## src/rtl/fir_pkg.sv

```systemverilog
// fir_pkg: shared FSM state, width helpers and output round/saturate for the FIR MAC
package fir_pkg;
   typedef enum logic [1:0] {IDLE, MAC, OUT} state_t;
   function automatic int ptr_width(input int taps);
      return $clog2(taps);
   endfunction
   function automatic int acc_width(input int data_w, input int coef_w, input int taps);
      return data_w + coef_w + $clog2(taps);
   endfunction
   function automatic logic signed [63:0] sat_round(input logic signed [63:0] acc, input int coef_w, input int data_w);
      logic signed [63:0] r, hi;
      r = (acc + (64'sd1 <<< (coef_w - 2))) >>> (coef_w - 1);
      hi = (64'sd1 <<< (data_w - 1)) - 64'sd1;
      return r > hi ? hi : r < -hi - 64'sd1 ? -hi - 64'sd1 : r;
   endfunction
endpackage

```

## src/rtl/fir_coef_bank.sv

```systemverilog
// fir_coef_bank: TAPS x COEF_W coefficient register file, gated write, async read by tap
module fir_coef_bank import fir_pkg::*; #(
   parameter int COEF_W = 16,
   parameter int TAPS = 32,
   parameter int AW = ptr_width(TAPS)
) (
   input  logic                     clk,
   input  logic                     rst,
   input  logic                     we_i,
   input  logic                     ready_i,
   input  logic [AW-1:0]            waddr_i,
   input  logic signed [COEF_W-1:0] wdata_i,
   input  logic [AW-1:0]            raddr_i,
   output logic signed [COEF_W-1:0] rdata_o
);
   logic signed [COEF_W-1:0] coef_q [TAPS];
   always_ff @(posedge clk)
      if (!rst) coef_q <= '{default: '0};
      else if (we_i && ready_i) coef_q[waddr_i] <= wdata_i;
   assign rdata_o = coef_q[raddr_i];
endmodule

```

## src/rtl/fir_filter_mac.sv

```systemverilog
// fir_filter_mac: programmable FIR with one time-multiplexed MAC, bypass and overrun flag
module fir_filter_mac import fir_pkg::*; #(
   parameter int DATA_W = 12,
   parameter int COEF_W = 16,
   parameter int TAPS = 32
) (
   input  logic                            clk,
   input  logic                            rst,
   input  logic                            f_s,
   input  logic signed [DATA_W-1:0]        din,
   input  logic                            bypass,
   input  logic                            coef_we,
   input  logic [ptr_width(TAPS)-1:0]      coef_addr,
   input  logic signed [COEF_W-1:0]        coef_data,
   input  logic                            ovr_clr,
   output logic signed [DATA_W-1:0]        dout,
   output logic                            dout_valid,
   output logic                            busy,
   output logic                            coef_ready,
   output logic                            overrun
);
   localparam int AW = ptr_width(TAPS);
   localparam int ACC_W = acc_width(DATA_W, COEF_W, TAPS);
   localparam int PW = DATA_W + COEF_W;
   state_t st_q;
   logic fs_q, ev, vld_q, ovr_q;
   logic [AW-1:0] np_q, np_n, k_q, ra;
   logic signed [DATA_W-1:0] x_q [TAPS];
   logic signed [DATA_W-1:0] res_q, res_d, dout_q;
   logic signed [ACC_W-1:0] acc_q, acc_d;
   logic signed [COEF_W-1:0] c;
   logic signed [PW-1:0] prod;
   fir_coef_bank #(.COEF_W(COEF_W), .TAPS(TAPS), .AW(AW)) u_bank (
      .clk(clk), .rst(rst), .we_i(coef_we), .ready_i(coef_ready), .waddr_i(coef_addr),
      .wdata_i(coef_data), .raddr_i(k_q), .rdata_o(c)
   );
   assign ev = f_s & ~fs_q;
   assign busy = st_q != IDLE;
   assign coef_ready = !busy;
   assign np_n = np_q + AW'(1);
   assign ra = np_q - k_q;
   assign prod = PW'(x_q[ra]) * PW'(c);
   assign acc_d = acc_q + ACC_W'(prod);
   assign res_d = bypass ? x_q[np_q] : DATA_W'(sat_round(64'(acc_q), COEF_W, DATA_W));
   // OUT spends two cycles: k_q==0 registers the rounded result, then it is published
   always_ff @(posedge clk)
      if (!rst) begin
         st_q <= IDLE;
         fs_q <= 1'b0;
         np_q <= '0;
         k_q <= '0;
         acc_q <= '0;
         res_q <= '0;
         dout_q <= '0;
         vld_q <= 1'b0;
         ovr_q <= 1'b0;
         x_q <= '{default: '0};
      end else begin
         fs_q <= f_s;
         vld_q <= 1'b0;
         ovr_q <= (ev && busy) || (ovr_q && !ovr_clr);
         case (st_q)
            IDLE: if (ev) begin
               x_q[np_n] <= din;
               np_q <= np_n;
               acc_q <= '0;
               k_q <= '0;
               st_q <= MAC;
            end
            MAC: begin
               acc_q <= acc_d;
               k_q <= k_q + AW'(1);
               if (k_q == AW'(TAPS - 1)) st_q <= OUT;
            end
            OUT: if (k_q == '0) begin
               res_q <= res_d;
               k_q <= AW'(1);
            end else begin
               dout_q <= res_q;
               vld_q <= 1'b1;
               st_q <= IDLE;
            end
            default: st_q <= IDLE;
         endcase
      end
   assign dout = dout_q;
   assign dout_valid = vld_q;
   assign overrun = ovr_q;
endmodule

```

## config.mk

```make
export PLATFORM = sky130hd
export DESIGN_NAME = fir_filter_mac
export DESIGN_NICKNAME = d
export VERILOG_FILES = /design/src/rtl/fir_pkg.sv /design/src/rtl/fir_coef_bank.sv /design/src/rtl/fir_filter_mac.sv
export SDC_FILE = /design/constraint.sdc
export NUM_CORES = 2
export LEC_CHECK = 0
export CORE_MARGIN = 8
export CORE_UTILIZATION = 55
export DETAILED_ROUTE_END_ITERATION = 10
export PLACE_DENSITY = 0.71
export RECOVER_POWER = 50
export SLEW_MARGIN = 5
export SYNTH_ARGS = -nofsm -noshare
export SYNTH_HDL_FRONTEND = slang
export SYNTH_SLANG_ARGS = --single-unit
```

## constraint.sdc

```tcl
create_clock -name clk -period 13.7 [get_ports clk]
set_clock_uncertainty 0.1 [all_clocks]
set_input_delay 4.11 -clock clk [delete_from_list [all_inputs] [get_ports clk]]
set_output_delay 4.11 -clock clk [all_outputs]
set_load 0.02 [all_outputs]
```

Word level (Yosys, flattened, before mapping)
Index checks and enable logic that the tools add are counted.
{"block": "op_classes", "add_sub_neg": 5, "magnitude_cmp": 9, "eq_ne": 7, "mux": 28, "bitwise": 8, "reduce_logical": 20, "multipliers": 1}
{"op": "$bwmux W512", "count": 1}
{"op": "$bwmux W384", "count": 1}
{"op": "$bmux W12 S5", "count": 2}
{"op": "$mux W12", "count": 8}
{"op": "$bmux W16 S5", "count": 1}
{"op": "$demux W16 S5", "count": 1}
{"op": "$pmux W33 S2", "count": 1}
{"op": "$demux W12 S5", "count": 1}
{"op": "$mux W16", "count": 3}
{"op": "$add A33 B16 Y34 const B", "count": 1}
{"op": "$add A33 B28 Y33", "count": 1}
{"op": "$mux W33", "count": 1}
{"op": "$ge A6 B6 Y1 const B", "count": 5}
{"op": "$not A5 Y6", "count": 5}
{"op": "$mul A12 B16 Y28", "count": 1}
{"op": "$gt A19 B12 Y1 const B", "count": 1}
{"op": "$lt A19 B12 Y1 const B", "count": 1}
{"op": "$pmux W5 S3", "count": 1}
{"op": "$lt A6 B1 Y1 const B", "count": 2}
{"op": "$add A5 B1 Y5 const B", "count": 2}
{"op": "$mux W5", "count": 2}
{"op": "$reduce_and A2 Y1", "count": 5}
{"op": "$ne A2 B2 Y1 const B", "count": 4}
{"op": "$mux W2", "count": 3}
{"op": "other kinds (16)", "count": 24}
{"block": "word_totals", "output_inout_bits": 16, "elab_cells": 151, "input_bits": 39, "reg_bits": 968}

Logic depth before layout (Yosys ltp)
{"block": "logic_depth", "word_depth": 8, "depth_mapped": 37, "mapped_depth_nobuf": 31}

By module
A second synthesis with hierarchy kept.
{"block": "hier_totals", "hier_cells": 5708, "area_unflattened_um2": 56793.2}
{"mod": "fir_filter_mac", "seq_area_each_um2": 9128.8, "cells_per_inst": 2973, "area_per_inst_um2": 32682.6, "instances": 1}
{"mod": "fir_coef_bank", "seq_area_each_um2": 10249.8, "cells_per_inst": 2735, "area_per_inst_um2": 24110.6, "instances": 1}

Worst setup path before layout
OpenSTA, ideal clock, no wires.
{"block": "synth_path", "path_kind": "reg2reg", "start": "register np_q[0]", "end": "register acc_q[25]", "required_ps": 13483, "t_arrival_ps": 9594, "setup_slack_ps": 3888, "setup_time_ps": 117, "path_stages_with_launch": 35, "synth_period_minus_slack_ps": 9812, "n_path_buf": 7, "cell_sequence": "dfxtp_1 -> buf_2 -> buf_2 -> buf_2 -> buf_2 -> inv_1 -> ha_1 -> fa_1 -> clkbuf_1 -> clkbuf_1 -> clkbuf_1 -> mux4_2 -> mux4_2 -> mux2_2 -> and2_1 -> fa_1 -> inv_1 -> fa_1 -> inv_1 -> fa_1 -> fa_1 -> fa_1 -> inv_1 -> fa_1 -> inv_1 -> ha_1 -> nand2_1 -> o21ai_0 -> a21oi_1 -> o221ai_2 -> a221o_2 -> a31o_4 -> a21o_1 -> a211o_1 -> a32o_1"}
{"block": "synth_via", "elab_chain_len": 8}
{"element": "start: declaration", "line_no": "fir_filter_mac.sv:27", "text": "logic [AW-1:0] np_q, np_n, k_q, ra;"}
{"element": "start signal: assignment", "line_no": "fir_filter_mac.sv:65", "text": "np_q <= np_n;"}
{"element": "$sub A5 B5 Y5", "line_no": "fir_filter_mac.sv:41", "text": "assign ra = np_q - k_q;"}
{"element": "$not A5 Y6 (not written as such)", "line_no": "fir_filter_mac.sv:42", "text": "assign prod = PW'(x_q[ra]) * PW'(c);"}
{"element": "$bmux W12 S5", "line_no": "fir_filter_mac.sv:42"}
{"element": "$mux W12 (not written as such) (2 in a row)", "line_no": "fir_filter_mac.sv:42"}
{"element": "$mul A12 B16 Y28", "line_no": "fir_filter_mac.sv:42"}
{"element": "$add A33 B28 Y33", "line_no": "fir_filter_mac.sv:43", "text": "assign acc_d = acc_q + ACC_W'(prod);"}
{"element": "$pmux W33 S2", "line_no": "fir_filter_mac.sv:62", "text": "case (st_q)"}
{"element": "end signal: assignment", "line_no": "fir_filter_mac.sv:52", "text": "acc_q <= '0;"}
{"element": "end signal: assignment", "line_no": "fir_filter_mac.sv:66", "text": "acc_q <= '0;"}
{"element": "end signal: assignment", "line_no": "fir_filter_mac.sv:71", "text": "acc_q <= acc_d;"}
{"element": "end: declaration", "line_no": "fir_filter_mac.sv:30", "text": "logic signed [ACC_W-1:0] acc_q, acc_d;"}
No other way between the ends. The select of a mux whose other input is x is not followed.
A chain may end at the register's enable or synchronous reset.

==> flow_metrics.tcl <==
set metrics [dict create \
    cts_num_sinks 968 \
    routed_wirelength_mm 152 \
    area_growth_syn_to_layout_pct 8.88 \
    detail-route-antenna-nets 0 \
    clock_latency_ns 0.71 \
    cp.buffers_inverters 1 \
    gr-total-overflow 0 \
    failing_checks "capacitance limit, slew limit" \
    finalHoldWorstSlack_ns 0.365 \
    hold_class "register to register" \
    maximum_number_of_pins_on_one_net_before_global_route_repair 268 \
    worst-path-max-fanout 171 \
    final_critical_path_setup_slack_ns 2.12 \
    synth_largest_area_cell "sky130_fd_sc_hd__dfxtp_1" \
    placement.io_buffers 54 \
    area_share_of_the_largest_cell_type_after_synthesis_pct 34.9 \
    viasPerCell 6.01 \
    critPathRequiredTime_ns 14.24 \
    post_cts.repair.setup_buffers 0 \
    global_route_wire_length_before_repair_mm 237 \
    dieArea_um2 111000 \
    hold_viol_final 0 \
    number_of_nets_produced_by_synthesis 5863 \
    post_synth_inst_count 5494 \
    gp_routability_congestion 0.896 \
    cell_area_synth_um2 55500 \
    tritoncts.num_buffers 105 \
    worstRegToRegCells 27 \
    synthesis.yosys.warnings 0 \
    r2r_slack_ns 2.85 \
    run_status "finished, violations left" \
    cts_hold_repair.buffers 0 \
    worst-slew-pin-transition_ns 6.38 \
    tritoncts "yes" \
    slew_viol_final 359 \
    path_depth 4 \
    ys_async_sr_fraction_pct 0 \
    cp.arrival_ns 12.12 \
    dpl-instance-area_um2 57000 \
    timing.critical_path.slowest_stage_cell "sky130_fd_sc_hd__clkbuf_1" \
    rows 116 \
    clock_tree.buffer_depth 3 \
    number_of_enable_flip_flop_cells_after_synthesis 0 \
    drt_pre_antenna_iters 6 \
    cts_root_buffer "sky130_fd_sc_hd__clkbuf_16" \
    achievable-frequency_ghz 0.0863 \
    track_usage_pct 26.7 \
    dieWidth_um 334 \
    route.detailed.drc 0 \
    postSynthRegisterBits 968 \
    worstSetupEndpoint "acc_q[26]$_SDFFE_PN0P_" \
    start_util_pct 55.5 \
    setup_tns_after_final_layout_ns 0 \
    route.vias.total 40400 \
    timing.critical_path.slowest_cell_delay_ns 4.39 \
    place_worst_setup_slack_ns 2.95 \
    floorplan.io_pins 55 \
    critical_path.reg2reg.startpoint "np_q[1]$_SDFFE_PN0P_" \
    cts_htree_levels 3 \
    crit_chain "clkbuf_1 > nand2_1 > or4b_2 > nand3_1" \
    avgSynthCellArea_um2 10.1 \
    cts_resized 0 \
    p_leak_uw 0.0220 \
    seq_area_frac_synth_pct 34.9 \
    vertical_die_dimension_um 334 \
    timing.setup.critical_path_class "input pin to register" \
    wl_per_cell_um 22.7 \
    crit_path_start "rst" \
    synth_area_leaders "sky130_fd_sc_hd__dfxtp_1 35%, sky130_fd_sc_hd__mux4_2 16%, sky130_fd_sc_hd__nand2_1 8.3%" \
    layout-drive-gt1-share_pct 14.0 \
    final-setup-viol-count 0 \
    worst_r2r_endpoint "acc_q[26]$_SDFFE_PN0P_" \
    first_iter_violations 3984 \
    finish.instance_area_um2 60500 \
    count_of_unique_library_cells_instantiated_by_yosys 63 \
    core_area_um2 100000 \
    worst_setup_path_start_kind "input pin" \
    maxCapViolCount 3 \
    grt_setup_unrepaired "no" \
    power_per_cell_area_nw_per_um2 102 \
    first_global_vias 39800 \
    finish.utilization_pct 60.4 \
    slew_headroom_pct -326 \
    antenna_violations_before_repair 4 \
    synth_flop_cell "sky130_fd_sc_hd__dfxtp_1" \
    path_delay_family "buffers and inverters" \
    fin_nets 5709 \
    max-vdd-ir-drop_mv 0.0979 \
    cts.reportedPaths.clkPinSlew_ns 0.06 \
    setup.worst_path.end_class "register" \
    detailed_place_hpwl_mm 98.2 \
    finalWorstPathRequiredPeriod_ns 11.58 \
    post-route-period-util_pct 84.6 \
]
==> power by group <==
group | switching [uW] | internal, uW
clock | 1210 | 1700
sequential | 19.4 | 2830
combinational | 248 | 165
total | 1470 | 4700
==> worst min-delay path by stage <==
stage / end / from / slack, ns / depth (start not counted)
3_3_place_gp: u_bank.coef_q[450]$_SDFFE_PN0P_ / u_bank.coef_q[450]$_SDFFE_PN0P_ / 0.35 / 2
6_report: u_bank.coef_q[131]$_SDFFE_PN0P_ / u_bank.coef_q[131]$_SDFFE_PN0P_ / 0.37 / 2
5_1_grt: u_bank.coef_q[257]$_SDFFE_PN0P_ / u_bank.coef_q[257]$_SDFFE_PN0P_ / 0.38 / 2
4_1_cts: u_bank.coef_q[303]$_SDFFE_PN0P_ / u_bank.coef_q[303]$_SDFFE_PN0P_ / 0.36 / 2
3_5_place_dp: u_bank.coef_q[303]$_SDFFE_PN0P_ / u_bank.coef_q[303]$_SDFFE_PN0P_ / 0.36 / 2
2_1_floorplan: dout[2]$_SDFFE_PN0P_ / res_q[2]$_SDFFE_PN0P_ / 0.34 / 2
==> layout make-up <==
| cell class | count | area, um^2 |
|---|---|---|
| fill | 8202 | 39700 |
| multi-input combinational | 3851 | 33600 |
| sequential | 968 | 19400 |
| clock buffer | 154 | 3060 |
| tap | 1298 | 1620 |
| timing repair buffer | 172 | 1430 |
| inverter | 242 | 908 |
| clock inverter | 32 | 465 |
| antenna | 1 | 2.50 |
==> per-stage QoR <==
step                std cells  total power, uW
floorplan                5494             3200
global placement         6531             3310
detailed placement       6531             3310
CTS                      6717             6200
global route             6717             6350
finish                   6718             6170
==> synthesized netlist by cell type, drive strengths merged, types with 43 or more instances <==
master	count
nor2	124
mux2i	398
a21oi	43
clkbuf	322
buf	111
ha	101
dfxtp	968
mux4	400
nor2b	435
nand2	1233
a21boi	533
inv	242
fa	229
==> placed cells by master (no fill, tap or decap), types with 16 or more instances in the layout <==
cell,instances
sky130_fd_sc_hd__nor2_2,20
sky130_fd_sc_hd__mux4_2,400
sky130_fd_sc_hd__a21oi_1,41
sky130_fd_sc_hd__buf_4,115
sky130_fd_sc_hd__a21o_1,18
sky130_fd_sc_hd__inv_1,241
sky130_fd_sc_hd__xnor2_1,24
sky130_fd_sc_hd__a21boi_0,533
sky130_fd_sc_hd__dfxtp_1,961
sky130_fd_sc_hd__clkdlybuf4s50_1,39
sky130_fd_sc_hd__nand3_1,35
sky130_fd_sc_hd__a22oi_1,25
sky130_fd_sc_hd__nor2b_1,435
sky130_fd_sc_hd__nor2_1,104
sky130_fd_sc_hd__clkbuf_8,23
sky130_fd_sc_hd__mux2_2,32
sky130_fd_sc_hd__ha_1,100
sky130_fd_sc_hd__mux2i_1,394
sky130_fd_sc_hd__clkbuf_1,28
sky130_fd_sc_hd__fa_1,228
sky130_fd_sc_hd__xor2_1,16
sky130_fd_sc_hd__nand2_1,1233
sky130_fd_sc_hd__o21ai_0,38
sky130_fd_sc_hd__and2_1,30
sky130_fd_sc_hd__clkbuf_16,106
==> kinds of logic (layout without fill, tap and decap cells) <==
family	count (synthesis)	in the layout	synth area share [%]
flip-flops	968	968	34.9
AND/OR/NAND/NOR	1934	1934	15.6
other	0	1	0
adder cells (fa/ha/maj)	330	330	10.5
AO/OA/AOI/OAI	714	714	9.35
buffers and inverters	675	600	4.82
multiplexers	830	830	24.1
XOR/XNOR	43	43	0.678
==> sequential cells by signal, indices dropped and copies added, names as in the netlist <==
signal	cells
res_q	12
x_q	384
st_q	2
k_q	5
u_bank.coef_q	512
overrun	1
dout_valid	1
dout	12
np_q	5
acc_q	33
fs_q	1
==> layer usage <==
layer | track usage [%] | wire length [um] | up-vias
li1 | - | - | 18400
met1 | 37.7 | 66300 | 20200
met2 | 41.3 | 67800 | 1625
met3 | 5.56 | 13500 | 264
met4 | 8.57 | 4760 | 2
met5 | 0 | 7 | -
==> worst min-delay path, stage by stage, from the launching register on <==
cell and delay [ns]:
sky130_fd_sc_hd__dfxtp_1 0.30, sky130_fd_sc_hd__nand2_1 0.05, sky130_fd_sc_hd__a21boi_0 0.06
No activity file was read; power rests on OpenSTA's default activity.
